<file path="src/rtl/axi_fifo_slv_pkg.sv">
// Shared constants, state enums and address helpers for the AXI FIFO read slave.
package axi_fifo_slv_pkg;

  localparam logic [1:0] RESP_OKAY   = 2'b00;
  localparam logic [1:0] RESP_SLVERR = 2'b10;
  localparam logic [1:0] RESP_DECERR = 2'b11;

  localparam logic [31:0] OFF_INT_STATUS = 32'h0000_0000;
  localparam logic [31:0] OFF_INT_MASK   = 32'h0000_0004;
  localparam logic [31:0] OFF_FIFO_BASE  = 32'h0000_0010;

  typedef enum logic {R_IDLE, R_DATA} rd_state_e;
  typedef enum logic [1:0] {W_IDLE, W_DATA, W_RESP} wr_state_e;
  typedef enum logic [1:0] {K_STATUS, K_MASK, K_FIFO, K_UNMAPPED} addr_kind_e;

  function automatic logic [31:0] fifo_addr(input int unsigned k);
    return OFF_FIFO_BASE + 32'(k) * 32'd4;
  endfunction

endpackage

</file>
<file path="src/rtl/axi_fifo_slv_irq.sv">
// Interrupt block: rising-edge capture into a W1C status register, RW mask,
// and a registered level interrupt.
module axi_fifo_slv_irq #(
  parameter int NUM_INT = 8
) (
  input  logic               clk,
  input  logic               rst,
  input  logic [NUM_INT-1:0] i_int_src,
  input  logic [NUM_INT-1:0] i_status_clr,
  input  logic [NUM_INT-1:0] i_mask_wen,
  input  logic [NUM_INT-1:0] i_mask_wdata,
  output logic [NUM_INT-1:0] o_status,
  output logic [NUM_INT-1:0] o_mask,
  output logic               o_interrupt
);

  logic [NUM_INT-1:0] r_src_d;
  logic [NUM_INT-1:0] r_status;
  logic [NUM_INT-1:0] r_mask;
  logic               r_interrupt;
  logic [NUM_INT-1:0] w_set;

  assign w_set = i_int_src & ~r_src_d;

  // A new edge is OR-ed in after the clear so that it survives a same-cycle W1C.
  always_ff @(posedge clk or posedge rst) begin
    if (rst) begin
      r_src_d     <= '0;
      r_status    <= '0;
      r_mask      <= '0;
      r_interrupt <= 1'b0;
    end else begin
      r_src_d     <= i_int_src;
      r_status    <= (r_status & ~i_status_clr) | w_set;
      r_mask      <= (r_mask & ~i_mask_wen) | (i_mask_wdata & i_mask_wen);
      r_interrupt <= |(r_status & r_mask);
    end
  end

  assign o_status    = r_status;
  assign o_mask      = r_mask;
  assign o_interrupt = r_interrupt;

endmodule

</file>
<file path="src/rtl/axi_fifo_rd_slave_mc.sv">
// AXI4 slave exposing show-ahead FIFO read ports plus an interrupt block.
// Build option AXI_FIFO_SLV_EMPTY_ERR_EN: empty-FIFO beats complete with SLVERR instead of stalling.
module axi_fifo_rd_slave_mc
  import axi_fifo_slv_pkg::*;
#(
  parameter int                    ADDR_WIDTH = 32,
  parameter int                    DATA_WIDTH = 32,
  parameter int                    ID_WIDTH   = 12,
  parameter int                    NUM_FIFO   = 2,
  parameter int                    FIFO_WIDTH = 16,
  parameter int                    NUM_INT    = 8,
  parameter logic [ADDR_WIDTH-1:0] BASE_ADDR  = 32'h4000_0000
) (
  input  logic                           clk,
  input  logic                           rst,
  input  logic [ID_WIDTH-1:0]            i_awid,
  input  logic [ADDR_WIDTH-1:0]          i_awaddr,
  input  logic [7:0]                     i_awlen,
  input  logic                           i_awvalid,
  output logic                           o_awready,
  input  logic [DATA_WIDTH-1:0]          i_wdata,
  input  logic [DATA_WIDTH/8-1:0]        i_wstrb,
  input  logic                           i_wlast,
  input  logic                           i_wvalid,
  output logic                           o_wready,
  output logic [ID_WIDTH-1:0]            o_bid,
  output logic [1:0]                     o_bresp,
  output logic                           o_bvalid,
  input  logic                           i_bready,
  input  logic [ID_WIDTH-1:0]            i_arid,
  input  logic [ADDR_WIDTH-1:0]          i_araddr,
  input  logic [7:0]                     i_arlen,
  input  logic                           i_arvalid,
  output logic                           o_arready,
  output logic [ID_WIDTH-1:0]            o_rid,
  output logic [DATA_WIDTH-1:0]          o_rdata,
  output logic [1:0]                     o_rresp,
  output logic                           o_rlast,
  output logic                           o_rvalid,
  input  logic                           i_rready,
  output logic [NUM_FIFO-1:0]            o_fifo_rd_en,
  input  logic [NUM_FIFO*FIFO_WIDTH-1:0] i_fifo_rd_data,
  input  logic [NUM_FIFO-1:0]            i_fifo_empty,
  input  logic [NUM_INT-1:0]             i_int_src,
  output logic                           o_interrupt
);

  typedef struct packed {
    addr_kind_e          kind;
    logic [NUM_FIFO-1:0] sel;
  } dec_t;

  function automatic dec_t decode(input logic [ADDR_WIDTH-1:0] a);
    logic [ADDR_WIDTH-1:0] off;
    dec_t d;
    off    = a - BASE_ADDR;
    d.kind = K_UNMAPPED;
    d.sel  = '0;
    if (off == ADDR_WIDTH'(OFF_INT_STATUS)) d.kind = K_STATUS;
    else if (off == ADDR_WIDTH'(OFF_INT_MASK)) d.kind = K_MASK;
    else begin
      for (int k = 0; k < NUM_FIFO; k++) begin
        if (off == ADDR_WIDTH'(fifo_addr(k))) begin
          d.kind   = K_FIFO;
          d.sel[k] = 1'b1;
        end
      end
    end
    return d;
  endfunction

  rd_state_e             r_rstate, w_rstate_nxt;
  wr_state_e             r_wstate, w_wstate_nxt;
  logic [ID_WIDTH-1:0]   r_arid, r_awid;
  logic [ADDR_WIDTH-1:0] r_araddr, r_awaddr;
  logic [7:0]            r_arlen, r_cnt;
  logic [1:0]            r_bresp;
  dec_t                  w_rdec, w_wdec;
  logic [FIFO_WIDTH-1:0] w_head;
  logic                  w_sel_empty;
  logic [DATA_WIDTH-1:0] w_wbits;
  logic                  w_wbeat;
  logic [1:0]            w_beat_err;
  logic [NUM_INT-1:0]    w_status, w_mask, w_status_clr, w_mask_wen;
  logic                  w_unused;

  assign w_unused = ^i_awlen;
  assign w_rdec   = decode(r_araddr);
  assign w_wdec   = decode(r_awaddr);

  // ---------------- read path ----------------
  always_ff @(posedge clk or posedge rst) begin
    if (rst) r_rstate <= R_IDLE;
    else     r_rstate <= w_rstate_nxt;
  end

  always_comb begin
    w_rstate_nxt = r_rstate;
    case (r_rstate)
      R_IDLE:  if (i_arvalid) w_rstate_nxt = R_DATA;
      R_DATA:  if (o_rvalid && i_rready && o_rlast) w_rstate_nxt = R_IDLE;
      default: w_rstate_nxt = R_IDLE;
    endcase
  end

  always_ff @(posedge clk or posedge rst) begin
    if (rst) begin
      r_arid   <= '0;
      r_araddr <= '0;
      r_arlen  <= '0;
      r_cnt    <= '0;
    end else if (r_rstate == R_IDLE && i_arvalid) begin
      r_arid   <= i_arid;
      r_araddr <= i_araddr;
      r_arlen  <= i_arlen;
      r_cnt    <= '0;
    end else if (r_rstate == R_DATA && o_rvalid && i_rready) begin
      r_cnt    <= r_cnt + 8'd1;
    end
  end

  always_comb begin
    w_head      = '0;
    w_sel_empty = |(w_rdec.sel & i_fifo_empty);
    for (int k = 0; k < NUM_FIFO; k++) begin
      if (w_rdec.sel[k]) w_head = i_fifo_rd_data[k*FIFO_WIDTH +: FIFO_WIDTH];
    end
  end

  // Register reads sample live state, so a read racing a W1C sees the pre-clear value.
  always_comb begin
    o_rvalid     = 1'b0;
    o_rdata      = '0;
    o_rresp      = RESP_OKAY;
    o_fifo_rd_en = '0;
    if (r_rstate == R_DATA) begin
      case (w_rdec.kind)
        K_STATUS: begin
          o_rvalid = 1'b1;
          o_rdata  = DATA_WIDTH'(w_status);
        end
        K_MASK: begin
          o_rvalid = 1'b1;
          o_rdata  = DATA_WIDTH'(w_mask);
        end
        K_FIFO: begin
`ifdef AXI_FIFO_SLV_EMPTY_ERR_EN
          o_rvalid = 1'b1;
          if (w_sel_empty) o_rresp = RESP_SLVERR;
          else begin
            o_rdata = DATA_WIDTH'(w_head);
            if (i_rready) o_fifo_rd_en = w_rdec.sel;
          end
`else
          o_rvalid = ~w_sel_empty;
          o_rdata  = DATA_WIDTH'(w_head);
          if (!w_sel_empty && i_rready) o_fifo_rd_en = w_rdec.sel;
`endif
        end
        default: begin
          o_rvalid = 1'b1;
          o_rresp  = RESP_DECERR;
        end
      endcase
    end
  end

  assign o_arready = (r_rstate == R_IDLE);
  assign o_rlast   = (r_rstate == R_DATA) && (r_cnt == r_arlen);
  assign o_rid     = r_arid;

  // ---------------- write path ----------------
  always_ff @(posedge clk or posedge rst) begin
    if (rst) r_wstate <= W_IDLE;
    else     r_wstate <= w_wstate_nxt;
  end

  always_comb begin
    w_wstate_nxt = r_wstate;
    case (r_wstate)
      W_IDLE:  if (i_awvalid) w_wstate_nxt = W_DATA;
      W_DATA:  if (i_wvalid && i_wlast) w_wstate_nxt = W_RESP;
      W_RESP:  if (i_bready) w_wstate_nxt = W_IDLE;
      default: w_wstate_nxt = W_IDLE;
    endcase
  end

  always_comb begin
    o_awready = (r_wstate == W_IDLE);
    o_wready  = (r_wstate == W_DATA);
    o_bvalid  = (r_wstate == W_RESP);
  end

  always_comb begin
    for (int i = 0; i < DATA_WIDTH; i++) w_wbits[i] = i_wstrb[i/8];
  end

  assign w_wbeat      = (r_wstate == W_DATA) && i_wvalid;
  assign w_status_clr = (w_wbeat && w_wdec.kind == K_STATUS) ? NUM_INT'(i_wdata & w_wbits) : '0;
  assign w_mask_wen   = (w_wbeat && w_wdec.kind == K_MASK) ? NUM_INT'(w_wbits) : '0;

  always_comb begin
    case (w_wdec.kind)
      K_FIFO:     w_beat_err = RESP_SLVERR;
      K_UNMAPPED: w_beat_err = RESP_DECERR;
      default:    w_beat_err = RESP_OKAY;
    endcase
  end

  always_ff @(posedge clk or posedge rst) begin
    if (rst) begin
      r_awid   <= '0;
      r_awaddr <= '0;
      r_bresp  <= RESP_OKAY;
    end else if (r_wstate == W_IDLE && i_awvalid) begin
      r_awid   <= i_awid;
      r_awaddr <= i_awaddr;
      r_bresp  <= RESP_OKAY;
    end else if (w_wbeat && w_beat_err != RESP_OKAY) begin
      r_bresp  <= w_beat_err;
    end
  end

  assign o_bid   = r_awid;
  assign o_bresp = r_bresp;

  axi_fifo_slv_irq #(.NUM_INT(NUM_INT)) u_irq (
    .clk          (clk),
    .rst          (rst),
    .i_int_src    (i_int_src),
    .i_status_clr (w_status_clr),
    .i_mask_wen   (w_mask_wen),
    .i_mask_wdata (NUM_INT'(i_wdata)),
    .o_status     (w_status),
    .o_mask       (w_mask),
    .o_interrupt  (o_interrupt)
  );

endmodule

</file>
<file path="config.mk">
export PLATFORM = sky130hd
export DESIGN_NAME = axi_fifo_rd_slave_mc
export DESIGN_NICKNAME = d
export VERILOG_FILES = /design/src/rtl/axi_fifo_slv_pkg.sv /design/src/rtl/axi_fifo_slv_irq.sv /design/src/rtl/axi_fifo_rd_slave_mc.sv
export SDC_FILE = /design/constraint.sdc
export NUM_CORES = 1
export LEC_CHECK = 0
export CAP_MARGIN = 10
export CORE_AREA = 2 2 132 108
export DETAILED_ROUTE_END_ITERATION = 7
export DIE_AREA = 0 0 134 110
export PLACE_DENSITY = 0.81
export SLEW_MARGIN = 30
export SYNTH_ARGS = -nofsm -noshare
export SYNTH_HDL_FRONTEND = slang
export SYNTH_HIERARCHICAL = 1
export SYNTH_SLANG_ARGS = --single-unit
</file>
<file path="constraint.sdc">
create_clock -name clk -period 6.5 [get_ports clk]
set_clock_uncertainty 0.1 [all_clocks]
set_input_delay 0.975 -clock clk [delete_from_list [all_inputs] [get_ports clk]]
set_output_delay 0.975 -clock clk [all_outputs]
set_load 0.005 [all_outputs]
</file>
Word-level counts from Yosys, hierarchy flattened. Cells that the tools add are included.

Bits in registers: 134. Bits in latches: 0. RAM bits: 0. Bits in read-only memories: 0. Input port bits: 190. Output and inout port bits: 69. Memories kept: 0.

Add/subtract/negate cells: 3. Multipliers: 0. Div/mod/pow operators: 0. Order comparisons: 0. Equal/unequal tests: 17. Shifts and indexed selects: 0. Muxes and demuxes: 36. Bitwise gates (word level): 14. Reduce and logical (&&, ||, !) cells: 26.

Operator list (number): 32-bit by 5-bit equality test with 1-bit output, second input constant (4); 32-bit by 3-bit equality test with 1-bit output, second input constant (2); 32-bit zero test (2); 32-bit by 31-bit subtractor with 32-bit output, second input constant (2); 8-bit AND (6); 16-bit two-way mux (3); 16-bit case mux with 3 select lines (1); 2-bit two-way mux (18); 8-bit two-way mux (4); 8-bit NOT (3); 8-bit bitwise OR (2); 1-bit logical AND (13); 8-bit by 1-bit adder with 8-bit output, second input constant (1); 2-bit equality test, second input constant (4); 8-bit equality test (1); 8-bit OR reduction (1); 1-bit two-way mux (7); 2-bit by 1-bit equality test with 1-bit output, second input constant (3); 2-bit zero test (3); 2-bit case mux with 3 select lines (1); 2-bit nonzero test (3); 2-bit by 1-bit inequality test with 1-bit output, second input constant (2); 2-bit case mux with 2 select lines (1); 3-bit AND reduction (1); other kinds (7) (8).

Longest topological paths before layout. Gate-level depths: netlist of run 1.

Word-level depth: 15. Mapped depth: 6. Depth with buffers taken out: 6.

Cells and area by module. The synthesis of run 1 kept the hierarchy.

Modules (own cells, without submodules): axi_fifo_rd_slave_mc (instances 1, cells each 491, area each 5182.5 um^2); axi_fifo_slv_irq (instances 1, cells each 63, area each 895.9 um^2).

Worst setup path after synthesis of run 1. Ideal clock, no wire load.

Path type: input -> register. From: input port i_wvalid. To: register with a tool-made name. Arrival time: 2668 ps. Data required time: 6275 ps. Slack: 3607 ps. Stages on the path: 3. Buffers on the path: 0. Cell sequence: nand4_1 -> nor4_1 -> mux2_4.

RTL lines: start, declared (line axi_fifo_rd_slave_mc.sv:24) `input logic i_wvalid,`.

Worst setup path after layout of run 1.
From: register r_araddr[11]. To: output port o_rdata[11].

Cells in the longest elaborated chain, start to end: 9.

RTL lines: start, declared (line axi_fifo_rd_slave_mc.sv:75) `logic [ADDR_WIDTH-1:0] r_araddr, r_awaddr;`; start signal, assigned (line axi_fifo_rd_slave_mc.sv:114) `r_araddr <= i_araddr;`; 32-bit by 31-bit subtractor with 32-bit output * (line axi_fifo_rd_slave_mc.sv:56) `off = a - BASE_ADDR;`; 32-bit by 5-bit equality test with 1-bit output (line axi_fifo_rd_slave_mc.sv:63) `if (off == ADDR_WIDTH'(fifo_addr(k))) begin`; 1-bit two-way mux (line axi_fifo_rd_slave_mc.sv:63); 2-bit two-way mux (on tied branches) (line axi_fifo_rd_slave_mc.sv:63, axi_fifo_rd_slave_mc.sv:60); 2-bit two-way mux (on tied branches) (line axi_fifo_rd_slave_mc.sv:60, axi_fifo_rd_slave_mc.sv:59); 2-bit two-way mux / 16-bit two-way mux (equally long branches) (line axi_fifo_rd_slave_mc.sv:59, axi_fifo_rd_slave_mc.sv:126); 2-bit equality test, or another cell as far along (line axi_fifo_rd_slave_mc.sv:137) `case (w_rdec.kind)`; 16-bit case mux with 3 select lines * (line axi_fifo_rd_slave_mc.sv:137); 16-bit two-way mux * (line axi_fifo_rd_slave_mc.sv:136) `if (r_rstate == R_DATA) begin`; end, declared (line axi_fifo_rd_slave_mc.sv:36) `output logic [DATA_WIDTH-1:0] o_rdata,`.

Mark *: on every way between the ends. The rest lies on a longest branch, timed or not.

==> metrics.yaml, run 1 <==
final.period_utilization_pct: 65.3
cp_num_buf_inv: 1
numCtsBuffers: 17
cts.sinks: 134
routed_wire_length_mm: 15.3
crit_path_max_fanout: 11
vdd.ir_drop.worst_mv: 0.250
post_cts.repair.setup_buffers: 0
finalInstanceArea_um2: 8860
final-setup-viol-count: 0
floorplan.die_area_um2: 14700
avgViaCountPerCell: 5.02
drive_gt1_share_pct: 15.9
timing.reg2reg.worst_path_depth: 5
grt_antenna_before_repair: 0
worstPathCellList: "nor4_2 -> nand4_2 -> nor2_1 -> nand3_1 -> nor2_1 -> clkdlybuf4s50_1"
start_util_pct: 45.5
synthAdderAreaFrac_pct: 0.206
core.rowCount: 38
synth-async-reset-ratio_pct: 100
holdCritPathClass: "reg -> reg"
synth.top_cell.area_share_pct: 55.2
dpl_cell_area_um2: 8230
post_synth_and_or_nand_nor_area_fraction_pct: 19.1
worstSetupEndpointType: "output port"
synth.area.mux_share_pct: 14.8
n_antenna_cell: 0
htree_num_levels: 4
slew_headroom_pct: 51.0
synth.ff_latch_count: 134
grt_max_degree: 60
dominant_combinational_cell_family_by_area_after_synthesis: "simple AND/OR/NAND/NOR gates"
period_needed_ns: 4.24
grt_setup_unrepaired: "no"
cp_common_cell: "sky130_fd_sc_hd__nor2_1"
cts_hold_repair.buffers: 0
drc_errors: 0
cts.reportedPaths.clkPinSlew_ns: 0.06
timing_hold_violations_final: 0
grt_pass1_vias: 5003
syn_area_per_cell_um2: 11.0
postRouteAntennaNets: 0
global_route.usage.total_pct: 21.5
slew_at_the_pin_closest_to_its_max_slew_limit_ns: 0.736
run_status: "completed"
post_cts_resize_count: 0
path_delay_family: "simple AND/OR/NAND/NOR gates"
worst_path_arrival_ns: 3.17
die_h_um: 110
drv_slew: 0
synth_cell_type_count: 52
routedWlPerCell_um: 16.1
worst-path-stages: 6
timing.critical_path.from_type: "register"
timing.critical_path.slowest_cell_delay_ns: 0.60
whs_ns: 0.315
drt_iter0_drc: 222
clk-insertion-delay-late_ns: 0.41
drt_pass1_iterations: 4
detailroute.via_count: 4760
hpwl_mm: 11.0
static-leakage-power_nw: 3.98
flow.area_growth_from_synthesis_pct: 45.7
core_region_area_um2: 13400
compound_gate_fraction_of_synth_area_pct: 4.24
tritoncts_clock_tree: "done"
dp_cells: 917
cts.root.buffer_cell: "sky130_fd_sc_hd__clkbuf_16"
boundaryPins: 259
synth.most_common_cell: "sky130_fd_sc_hd__nand2_1"
crit_path_top_delay_cell: "sky130_fd_sc_hd__nor2_1"
netlist_top_cells_area: "sky130_fd_sc_hd__dfrtp_1 (55%), sky130_fd_sc_hd__nand2_1 (10%), sky130_fd_sc_hd__mux2_2 (8.2%)"
clk_path_buf_depth: 2
achievable-frequency_ghz: 0.236
final_cell_count_no_fill: 949
synthesis.area_um2: 6080
setup-tns-final_ns: 0
worstPathRequired_ns: 5.42
synthCells: 554
yosys-top-cells-count: "sky130_fd_sc_hd__nand2_1 (162), sky130_fd_sc_hd__dfrtp_1 (134), sky130_fd_sc_hd__mux2_2 (44)"
yosys_warnings: 6
grt_first_pass_wirelength_mm: 24.4
port_buffers: 207
die_width_um: 134
totalPowerFinal_w: 0.00341
synth-seq-area-share_pct: 55.2
max_cap_viol_count: 0
hold_path_depth: 1
share_of_the_synthesized_netlist_area_taken_by_xor_and_xnor_gates_pct: 1.15
final_nets: 947
synth_edf_count: 0
grt_overflow_total: 0
worstSetupPathType: "reg -> out"
gp_congestion: 0.860
powerDensity_nw_per_um2: 385
netlist.top_cell.by_area: "sky130_fd_sc_hd__dfrtp_1"
synth_ff_type: "sky130_fd_sc_hd__dfrtp_1"
[worst paths after layout]
path | startpoint | endpoint | slack (ns)
worst max-delay path | r_araddr[11] | o_rdata[11] | 2.26
worst min-delay path | u_irq/r_src_d[0] | u_irq/o_status[0] | 0.31
worst max register to register | r_araddr[2] | r_cnt[7] | 4.13
worst min register to register | u_irq/r_src_d[0] | u_irq/o_status[0] | 0.31
max in group asynchronous | rst | r_araddr[2] | 4.13
min in group asynchronous | rst | u_irq/r_src_d[2] | 0.91
[worst reg2reg max path, cell delays in order (launching register included)]
cell and delay [ns]:
sky130_fd_sc_hd__dfrtp_2 0.75, sky130_fd_sc_hd__mux2_4 0.37, sky130_fd_sc_hd__nand2_2 0.12, sky130_fd_sc_hd__o311ai_4 0.19, sky130_fd_sc_hd__or4_1 0.61, sky130_fd_sc_hd__a21oi_2 0.16
[power by group]
part           total (W)  switching (W)  internal, W
combinational   0.000983       0.000373     0.000611
clock           0.000983       0.000347     0.000636
sequential       0.00145       0.000275      0.00117
[area by class of cell]
| class | count | area [um^2] |
|---|---|---|
| fill | 1008 | 4500 |
| sequential | 134 | 3350 |
| multi-input combinational | 372 | 2480 |
| timing repair buffer | 210 | 2090 |
| clock buffer | 22 | 474 |
| tap | 180 | 225 |
| clock inverter | 10 | 145 |
| inverter | 21 | 81.3 |
[cells in the final DEF (no fill, tap or decap), types with 16 or more instances in the layout]
master / netlist / routed
sky130_fd_sc_hd__dfrtp_1: 134 / 133
sky130_fd_sc_hd__clkbuf_16: 0 / 17
sky130_fd_sc_hd__nand2_1: 162 / 161
sky130_fd_sc_hd__nor2_1: 17 / 17
sky130_fd_sc_hd__inv_1: 21 / 19
sky130_fd_sc_hd__clkdlybuf4s50_1: 0 / 207
sky130_fd_sc_hd__conb_1: 1 / 16
sky130_fd_sc_hd__mux2_2: 44 / 44
[cell families after synthesis]
group,Yosys count
AO/OA/AOI/OAI,32
XOR/XNOR,8
adder cells (fa/ha/maj),1
flip-flops,134
other,1
multiplexers,70
buffers and inverters,63
AND/OR/NAND/NOR,245
[through the flow]
stage	setup slack (ns)	util, %
after global routing	1.96	66.3
final	2.26	66.3
after detailed placement	2.67	61.6
after CTS	2.20	66.2
after global placement	2.72	61.6
after floorplan	2.55	-
[per-layer routing]
| metal | vias up | share of wire (%) | global-route usage [%] |
|---|---|---|---|
| met2 | 193 | 49 | 36.4 |
| met5 | - | 0 | 0 |
| li1 | 2248 | - | - |
| met4 | 0 | 2.5 | 10.1 |
| met3 | 25 | 7.6 | 7.00 |
| met1 | 2294 | 41 | 25.2 |
[flip-flops by register name (all words and copies together) (netlist names), named ones only]
name and flops:
r_arlen 8, o_bresp 2, o_rid 12, r_cnt 8, u_irq/r_src_d 8, r_araddr 32
r_awaddr 32, r_rstate 1, u_irq/o_status 8, r_wstate 2, o_bid 12, u_irq/o_interrupt 1
Power figures use the tool's default switching activity.
==> run 2: changes to the inputs <==
--- a/config.mk
+++ b/config.mk
@@ -6,10 +6,10 @@
 export NUM_CORES = 1
 export LEC_CHECK = 0
 export CAP_MARGIN = 10
-export CORE_AREA = 2 2 132 108
+export CORE_AREA = 2 2 143 117
 export DETAILED_ROUTE_END_ITERATION = 7
-export DIE_AREA = 0 0 134 110
-export PLACE_DENSITY = 0.81
+export DIE_AREA = 0 0 145 119
+export PLACE_DENSITY = 0.73
 export SLEW_MARGIN = 30
 export SYNTH_ARGS = -nofsm -noshare
 export SYNTH_HDL_FRONTEND = slang
==> constraint.sdc (replaced) <==
create_clock -name clk -period 3.7 [get_ports clk]
set_clock_uncertainty 0.1 [all_clocks]
set_input_delay 0.555 -clock clk [delete_from_list [all_inputs] [get_ports clk]]
set_output_delay 0.555 -clock clk [all_outputs]
set_load 0.005 [all_outputs]
==> run 2 against run 1 <==
Compared with the run above:
- count of clock-buffer cells in the layout up 1
- register-to-register slack worse by 2.8 ns
- flip-flop and latch count unchanged
- utilization down 10 points
- sequential power up 73%
- via count down 2.6%
==> metrics.yaml, run 2 (synthesis results as in run 1) <==
run_status: "completed"  # unchanged
routedWlPerCell_um: 15.1  # was 16.1 um
wl_met1_mm: 6.87  # was 6.27 mm
period_needed_ns: 3.41
timing_hold_violations_final: 0  # unchanged
avgViaCountPerCell: 4.65  # was 5.02
drt_iter0_drc: 266  # was 222
crit_path_top_delay_cell: "sky130_fd_sc_hd__clkdlybuf4s50_1"  # was sky130_fd_sc_hd__nor2_1
grt_pass1_vias: 4735  # was 5003
numCtsBuffers: 17  # unchanged
tritoncts_clock_tree: "done"  # unchanged
final_cell_mix: "sky130_fd_sc_hd__clkdlybuf4s50_1 (207), sky130_fd_sc_hd__nand2_1 (161), sky130_fd_sc_hd__dfrtp_1 (134), sky130_fd_sc_hd__mux2_2 (44), sky130_fd_sc_hd__inv_1 (19)"  # was sky130_fd_sc_hd__clkdlybuf4s50_1 (207), sky130_fd_sc_hd__nand2_1 (161), sky130_fd_sc_hd__dfrtp_1 (133), sky130_fd_sc_hd__mux2_2 (44), sky130_fd_sc_hd__inv_1 (19)
final-setup-viol-count: 0  # unchanged
cp_common_cell: "sky130_fd_sc_hd__nor2_1"  # unchanged
worstPathCellList: "nor4_2 -> nand4_2 -> nor2_1 -> buf_4 -> nand3_1 -> nor2_1 -> clkdlybuf4s50_1"  # was nor4_2 -> nand4_2 -> nor2_1 -> nand3_1 -> nor2_1 -> clkdlybuf4s50_1
timing.critical_path.from_type: "register"  # unchanged
grt_setup_unrepaired: "no"  # unchanged
route.met3.wl_mm: 1.18  # was 1.16 mm
port_buffers: 207  # unchanged
hpwl_mm: 11.0  # about the same
highest_layer: "met4"  # unchanged
worstSetupEndpointType: "output port"  # unchanged
final.period_utilization_pct: 92.2
slew_at_the_pin_closest_to_its_max_slew_limit_ns: 0.635  # was 0.736 ns
flow.area_growth_from_synthesis_pct: 47.4  # was 45.7%
gp_congestion: 0.825  # was 0.860
clk-insertion-delay-late_ns: 0.41  # about the same
slew_headroom_pct: 57.6  # was 51.0%
cp_num_buf_inv: 2  # was 1
met2RoutedLength_mm: 6.86  # was 7.52 mm
n_antenna_cell: 0  # unchanged
cts_hold_repair.buffers: 0  # unchanged
crit_path_max_fanout: 11  # unchanged
largest_registers: "r_araddr: 32 flops, r_awaddr: 32 flops"  # unchanged
powerDensity_nw_per_um2: 664  # was 385 nW/um^2
global_route.usage.total_pct: 18.1  # was 21.5%
worstPathRequired_ns: 3.04  # was 5.42 ns
cts.root.buffer_cell: "sky130_fd_sc_hd__clkbuf_16"  # unchanged
grt_max_degree: 46  # was 60
floorplan.die_area_um2: 17300  # was 14700 um^2
clk_path_buf_depth: 2  # unchanged
drc_errors: 0  # unchanged
grt_antenna_before_repair: 0  # unchanged
path_delay_family: "simple AND/OR/NAND/NOR gates"  # unchanged
setup-tns-final_ns: 0  # unchanged
core.rowCount: 42  # was 38
core_region_area_um2: 16000  # was 13400 um^2
detailroute.via_count: 4637  # was 4760
worst_path_arrival_ns: 2.76  # was 3.17 ns
drive_gt1_share_pct: 16.6  # was 15.9%
routed_wire_length_mm: 15.0  # was 15.3 mm
postRouteAntennaNets: 0  # unchanged
grt_overflow_total: 0  # unchanged
max_cap_viol_count: 0  # unchanged
timing.final.ws_setup_ns: 0.288  # was 2.26 ns
vdd.ir_drop.worst_mv: 0.427  # was 0.250 mV
drt_pass1_iterations: 4  # unchanged
cts.sinks: 134  # unchanged
cts.reportedPaths.clkPinSlew_ns: 0.06  # about the same
achievable-frequency_ghz: 0.293
die_width_um: 145  # was 134 um
boundaryPins: 259  # unchanged
static-leakage-power_nw: 4.01  # was 3.98 nW
worstSetupPathType: "reg -> out"  # unchanged
preCtsSetupSlack_ns: 0.627  # was 2.67 ns
htree_num_levels: 4  # unchanged
final_nets: 955  # was 947
drv_slew: 0  # unchanged
layout_commonest_cell: "sky130_fd_sc_hd__clkdlybuf4s50_1"  # unchanged
die_h_um: 119  # was 110 um
start_util_pct: 37.9  # was 45.5%
grt_first_pass_wirelength_mm: 24.8  # was 24.4 mm
holdCritPathClass: "reg -> reg"  # unchanged
timing.critical_path.slowest_cell_delay_ns: 0.51  # was 0.60 ns
-- run 2: cell count changes in the layout (fill, tap and decap cells not counted) --
cell / delta
sky130_fd_sc_hd__buf_4: +7
sky130_fd_sc_hd__dfrtp_1: +1
sky130_fd_sc_hd__and2_4: -1
sky130_fd_sc_hd__nand2_4: -1
sky130_fd_sc_hd__clkinvlp_4: -1
sky130_fd_sc_hd__nand2_2: +1
sky130_fd_sc_hd__clkbuf_8: +1
sky130_fd_sc_hd__buf_12: +1
sky130_fd_sc_hd__inv_6: +1
sky130_fd_sc_hd__and2_2: +1
sky130_fd_sc_hd__dfrtp_2: -1
sky130_fd_sc_hd__bufinv_16: -1
-- run 2: timing repair --
| action | 4_1_cts | 5_1_grt |
|---|---|---|
| buffers inserted | 0 | 2 |
| resized for setup | 0 | 0 |
| endpoints found under the setup margin | 0 | 8 |
-- run 2: power by group --
part | leakage (nW) | internal, W | total [W] | switching, W
Combinational | 2.10 | 0.00108 | 0.00174 | 0.000651
Clock | 0.294 | 0.00107 | 0.00171 | 0.000637
Sequential | 1.62 | 0.00206 | 0.00251 | 0.000447
Total | 4.01 | 0.00421 | 0.00595 | 0.00174
-- run 2: final cells by class --
| class | count | area, um^2 |
|---|---|---|
| clock inverter | 9 | 116 |
| fill | 1424 | 7070 |
| timing repair buffer | 218 | 2170 |
| clock buffer | 23 | 488 |
| sequential | 134 | 3350 |
| inverter | 21 | 81.3 |
| tap | 220 | 275 |
| multi-input combinational | 372 | 2480 |
-- run 2: through the flow --
stage	total power (W)	hold slack (ns)	instance area [um^2]	std cells	utilization (%)
floorplan	0.00352	0.299	6130	569	-
finish	0.00595	0.313	8960	997	55.9
global route	0.00635	0.327	8960	997	55.9
detailed placement	0.00429	0.307	8340	963	52.0
CTS	0.00603	0.312	8940	995	55.8
global placement	0.00422	0.300	8340	963	52.0
-- run 2: path summary, 6_finish.rpt --
kind / from / endpoint / slack, ns / cells past startpoint
min in group asynchronous: rst / u_irq/o_status[1] / 0.49 / 2
worst max register to register: r_araddr[2] / r_cnt[7] / 1.38 / 5
worst max-delay path: r_araddr[26] / o_rdata[12] / 0.29 / 7
worst min register to register: u_irq/r_src_d[3] / u_irq/o_status[3] / 0.31 / 1
max in group asynchronous: rst / r_awaddr[23] / 2.21 / 3
worst min-delay path: u_irq/r_src_d[3] / u_irq/o_status[3] / 0.31 / 1
-- run 2: per-layer routing --
layer	vias up	global-route usage (%)
li1	2264	-
met4	0	4.15
met3	13	7.05
met2	168	28.1
met5	-	0
met1	2192	24.1
==> run 3: changes to the inputs <==
--- a/config.mk
+++ b/config.mk
@@ -6,12 +6,13 @@
 export NUM_CORES = 1
 export LEC_CHECK = 0
 export CAP_MARGIN = 10
-export CORE_AREA = 2 2 143 117
+export CORE_AREA = 2 2 132 108
 export DETAILED_ROUTE_END_ITERATION = 7
-export DIE_AREA = 0 0 145 119
-export PLACE_DENSITY = 0.73
+export DIE_AREA = 0 0 134 110
+export PLACE_DENSITY = 0.81
 export SLEW_MARGIN = 30
 export SYNTH_ARGS = -nofsm -noshare
 export SYNTH_HDL_FRONTEND = slang
 export SYNTH_HIERARCHICAL = 1
 export SYNTH_SLANG_ARGS = --single-unit
+export TNS_END_PERCENT = 20
==> constraint.sdc (replaced) <==
create_clock -name clk -period 4.3 [get_ports clk]
set_clock_uncertainty 0.1 [all_clocks]
set_input_delay 0.645 -clock clk [delete_from_list [all_inputs] [get_ports clk]]
set_output_delay 0.645 -clock clk [all_outputs]
set_load 0.005 [all_outputs]
==> run 3 against run 2 <==
Compared with the run above:
- die area shrank 15%
- global-route usage grew 3.5 points
- clock power shrank 20%
- critical endpoint unchanged
- highest routed layer unchanged
==> metrics.yaml, run 3 (synthesis results as in run 1) <==
run_status: "completed"  # unchanged
path_delay_family: "simple AND/OR/NAND/NOR gates"  # unchanged
period_needed_ns: 4.01
final.period_utilization_pct: 93.2
static-leakage-power_nw: 3.97  # was 4.01 nW
drv_slew: 0  # unchanged
routed_wire_length_mm: 15.3  # was 15.0 mm
tritoncts_clock_tree: "done"  # unchanged
flow.area_growth_from_synthesis_pct: 45.1  # was 47.4%
n_antenna_cell: 0  # unchanged
final_cell_mix: "sky130_fd_sc_hd__clkdlybuf4s50_1 (207), sky130_fd_sc_hd__nand2_1 (161), sky130_fd_sc_hd__dfrtp_1 (134), sky130_fd_sc_hd__mux2_2 (44), sky130_fd_sc_hd__inv_1 (19)"  # unchanged
worstSetupEndpointType: "output port"  # unchanged
clk-insertion-delay-late_ns: 0.42  # was 0.41 ns
vdd.ir_drop.worst_mv: 0.370  # was 0.427 mV
boundaryPins: 259  # unchanged
layout_commonest_cell: "sky130_fd_sc_hd__clkdlybuf4s50_1"  # unchanged
highest_utilization_routing_layer_at_the_global_route_stage: "met2"  # unchanged
post_cts.repair.setup_buffers: 0  # unchanged
worst_path_arrival_ns: 3.26  # was 2.76 ns
grt_antenna_before_repair: 0  # unchanged
fillerInstances: 991  # was 1424
hpwl_mm: 11.3  # was 11.0 mm
postRouteAntennaNets: 0  # unchanged
post_cts_resize_count: 0  # unchanged
drive_gt1_share_pct: 16.1  # was 16.6%
gp_congestion: 0.859  # was 0.825
die_h_um: 110  # was 119 um
crit_path_top_delay_cell: "sky130_fd_sc_hd__nor2_1"  # was sky130_fd_sc_hd__clkdlybuf4s50_1
met2_usage_pct: 36.9  # was 28.1%
floorplan.die_area_um2: 14700  # was 17300 um^2
achievable-frequency_ghz: 0.250
final-setup-viol-count: 0  # unchanged
reg2reg_from: "r_araddr[2]"  # unchanged
timing.critical_path.from_type: "register"  # unchanged
global_route.usage.total_pct: 21.6  # was 18.1%
detailroute.via_count: 4711  # was 4637
cp_num_buf_inv: 1  # was 2
numCtsBuffers: 17  # unchanged
timing.critical_path.slowest_cell_delay_ns: 0.67  # was 0.51 ns
final_nets: 949  # was 955
htree_num_levels: 4  # unchanged
routedWlPerCell_um: 16.1  # was 15.1 um
core.rowCount: 38  # was 42
drt_iter0_drc: 348  # was 266
avgViaCountPerCell: 4.95  # was 4.65
port_buffers: 207  # unchanged
worstHoldStart: "u_irq/r_src_d[2]"  # was u_irq/r_src_d[3]
drc_errors: 0  # unchanged
worstPathRequired_ns: 3.56  # was 3.04 ns
powerDensity_nw_per_um2: 572  # was 664 nW/um^2
cts_hold_repair.buffers: 0  # unchanged
finalInstanceArea_um2: 8820  # was 8960 um^2
cts.sinks: 134  # unchanged
crit_path_max_fanout: 11  # unchanged
met3_usage_pct: 7.50  # was 7.05%
largest_registers: "r_araddr: 32 flops, r_awaddr: 32 flops"  # unchanged
drt_pass1_iterations: 5  # was 4
cp_common_cell: "sky130_fd_sc_hd__nor2_1"  # unchanged
worstPathCellList: "nor4_2 -> nand4_2 -> nor2_1 -> nand3_1 -> nor2_1 -> clkdlybuf4s50_1"  # was nor4_2 -> nand4_2 -> nor2_1 -> buf_4 -> nand3_1 -> nor2_1 -> clkdlybuf4s50_1
max_cap_viol_count: 0  # unchanged
grt_pass1_vias: 4956  # was 4735
fin_util_pct: 66.0  # was 55.9%
core_region_area_um2: 13400  # was 16000 um^2
grt_setup_unrepaired: "no"  # unchanged
met1_usage_grt_pct: 25.3  # was 24.1%
crit_start: "r_araddr[11]"  # was r_araddr[26]
cts.root.buffer_cell: "sky130_fd_sc_hd__clkbuf_16"  # unchanged
slew_headroom_pct: 47.5  # was 57.6%
dpl_cell_area_um2: 8250  # was 8340 um^2
setup-tns-final_ns: 0  # unchanged
holdCritPathClass: "reg -> reg"  # unchanged
slew_at_the_pin_closest_to_its_max_slew_limit_ns: 0.785  # was 0.635 ns
timing_hold_violations_final: 0  # unchanged
worstSetupPathType: "reg -> out"  # unchanged
die_width_um: 134  # was 145 um
grt_first_pass_wirelength_mm: 24.3  # was 24.8 mm
whs_ns: 0.317  # was 0.313 ns
cts.reportedPaths.clkPinSlew_ns: 0.06  # about the same
clk_path_buf_depth: 2  # unchanged
start_util_pct: 45.5  # was 37.9%
grt_overflow_total: 0  # unchanged
grt_max_degree: 65  # was 46
[run 3: changes by cell type in the layout (fill, tap and decap cells not counted), sizes merged]
cell / change
clkinvlp: +1
clkbuf: -5
buf: -6
clkinv: +6
inv: -2
[run 3: power by group]
group,internal [W],leakage (nW),switching (W)
logic,0.000929,2.07,0.000593
clock network,0.000845,0.279,0.000528
registers,0.00177,1.62,0.000379
[run 3: path summary, 6_finish.rpt]
path | end | slack [ns] | cells after the start
max in group asynchronous | o_bid[10] | 2.56 | 3
setup / recovery | o_rdata[12] | 0.29 | 6
hold / removal | u_irq/o_status[2] | 0.32 | 1
setup reg to reg | r_cnt[7] | 1.86 | 6
min in group asynchronous | u_irq/r_src_d[3] | 0.58 | 2
hold reg to reg | u_irq/o_status[2] | 0.32 | 1
[run 3: final cells by class]
class / count / area [um^2] / area share [%]
Clock buffer: 18 / 429 / 4.87
Tap cell: 180 / 225 / 2.55
Clock inverter: 14 / 136 / 1.55
Multi-Input combinational cell: 372 / 2480 / 28.2
Sequential cell: 134 / 3350 / 38.0
Timing Repair Buffer: 212 / 2110 / 23.9
Inverter: 21 / 81.3 / 0.922
[run 3: stage by stage]
stage | cells | setup WS [ns] | total power [W]
floorplan | 569 | 0.681 | 0.00303
global placement | 919 | 0.852 | 0.00359
detailed placement | 919 | 0.746 | 0.00371
CTS | 951 | 0.291 | 0.00510
global route | 951 | 0.0117 | 0.00537
finish | 951 | 0.294 | 0.00505
[run 3: worst register-to-register path, stage by stage (launching register included)]
cell,delay [ns]
sky130_fd_sc_hd__dfrtp_1,0.53
sky130_fd_sc_hd__buf_4,0.34
sky130_fd_sc_hd__mux2_4,0.34
sky130_fd_sc_hd__nand2_2,0.12
sky130_fd_sc_hd__o311ai_4,0.20
sky130_fd_sc_hd__or4_1,0.60
sky130_fd_sc_hd__a21oi_2,0.14
[run 3: metal layers]
metal  vias to the layer above  part of all wire [%]
met5                         -                     0
met4                         0                   1.6
met3                        21                   7.4
met2                       167                    50
met1                      2270                    41
li1                       2253                     -
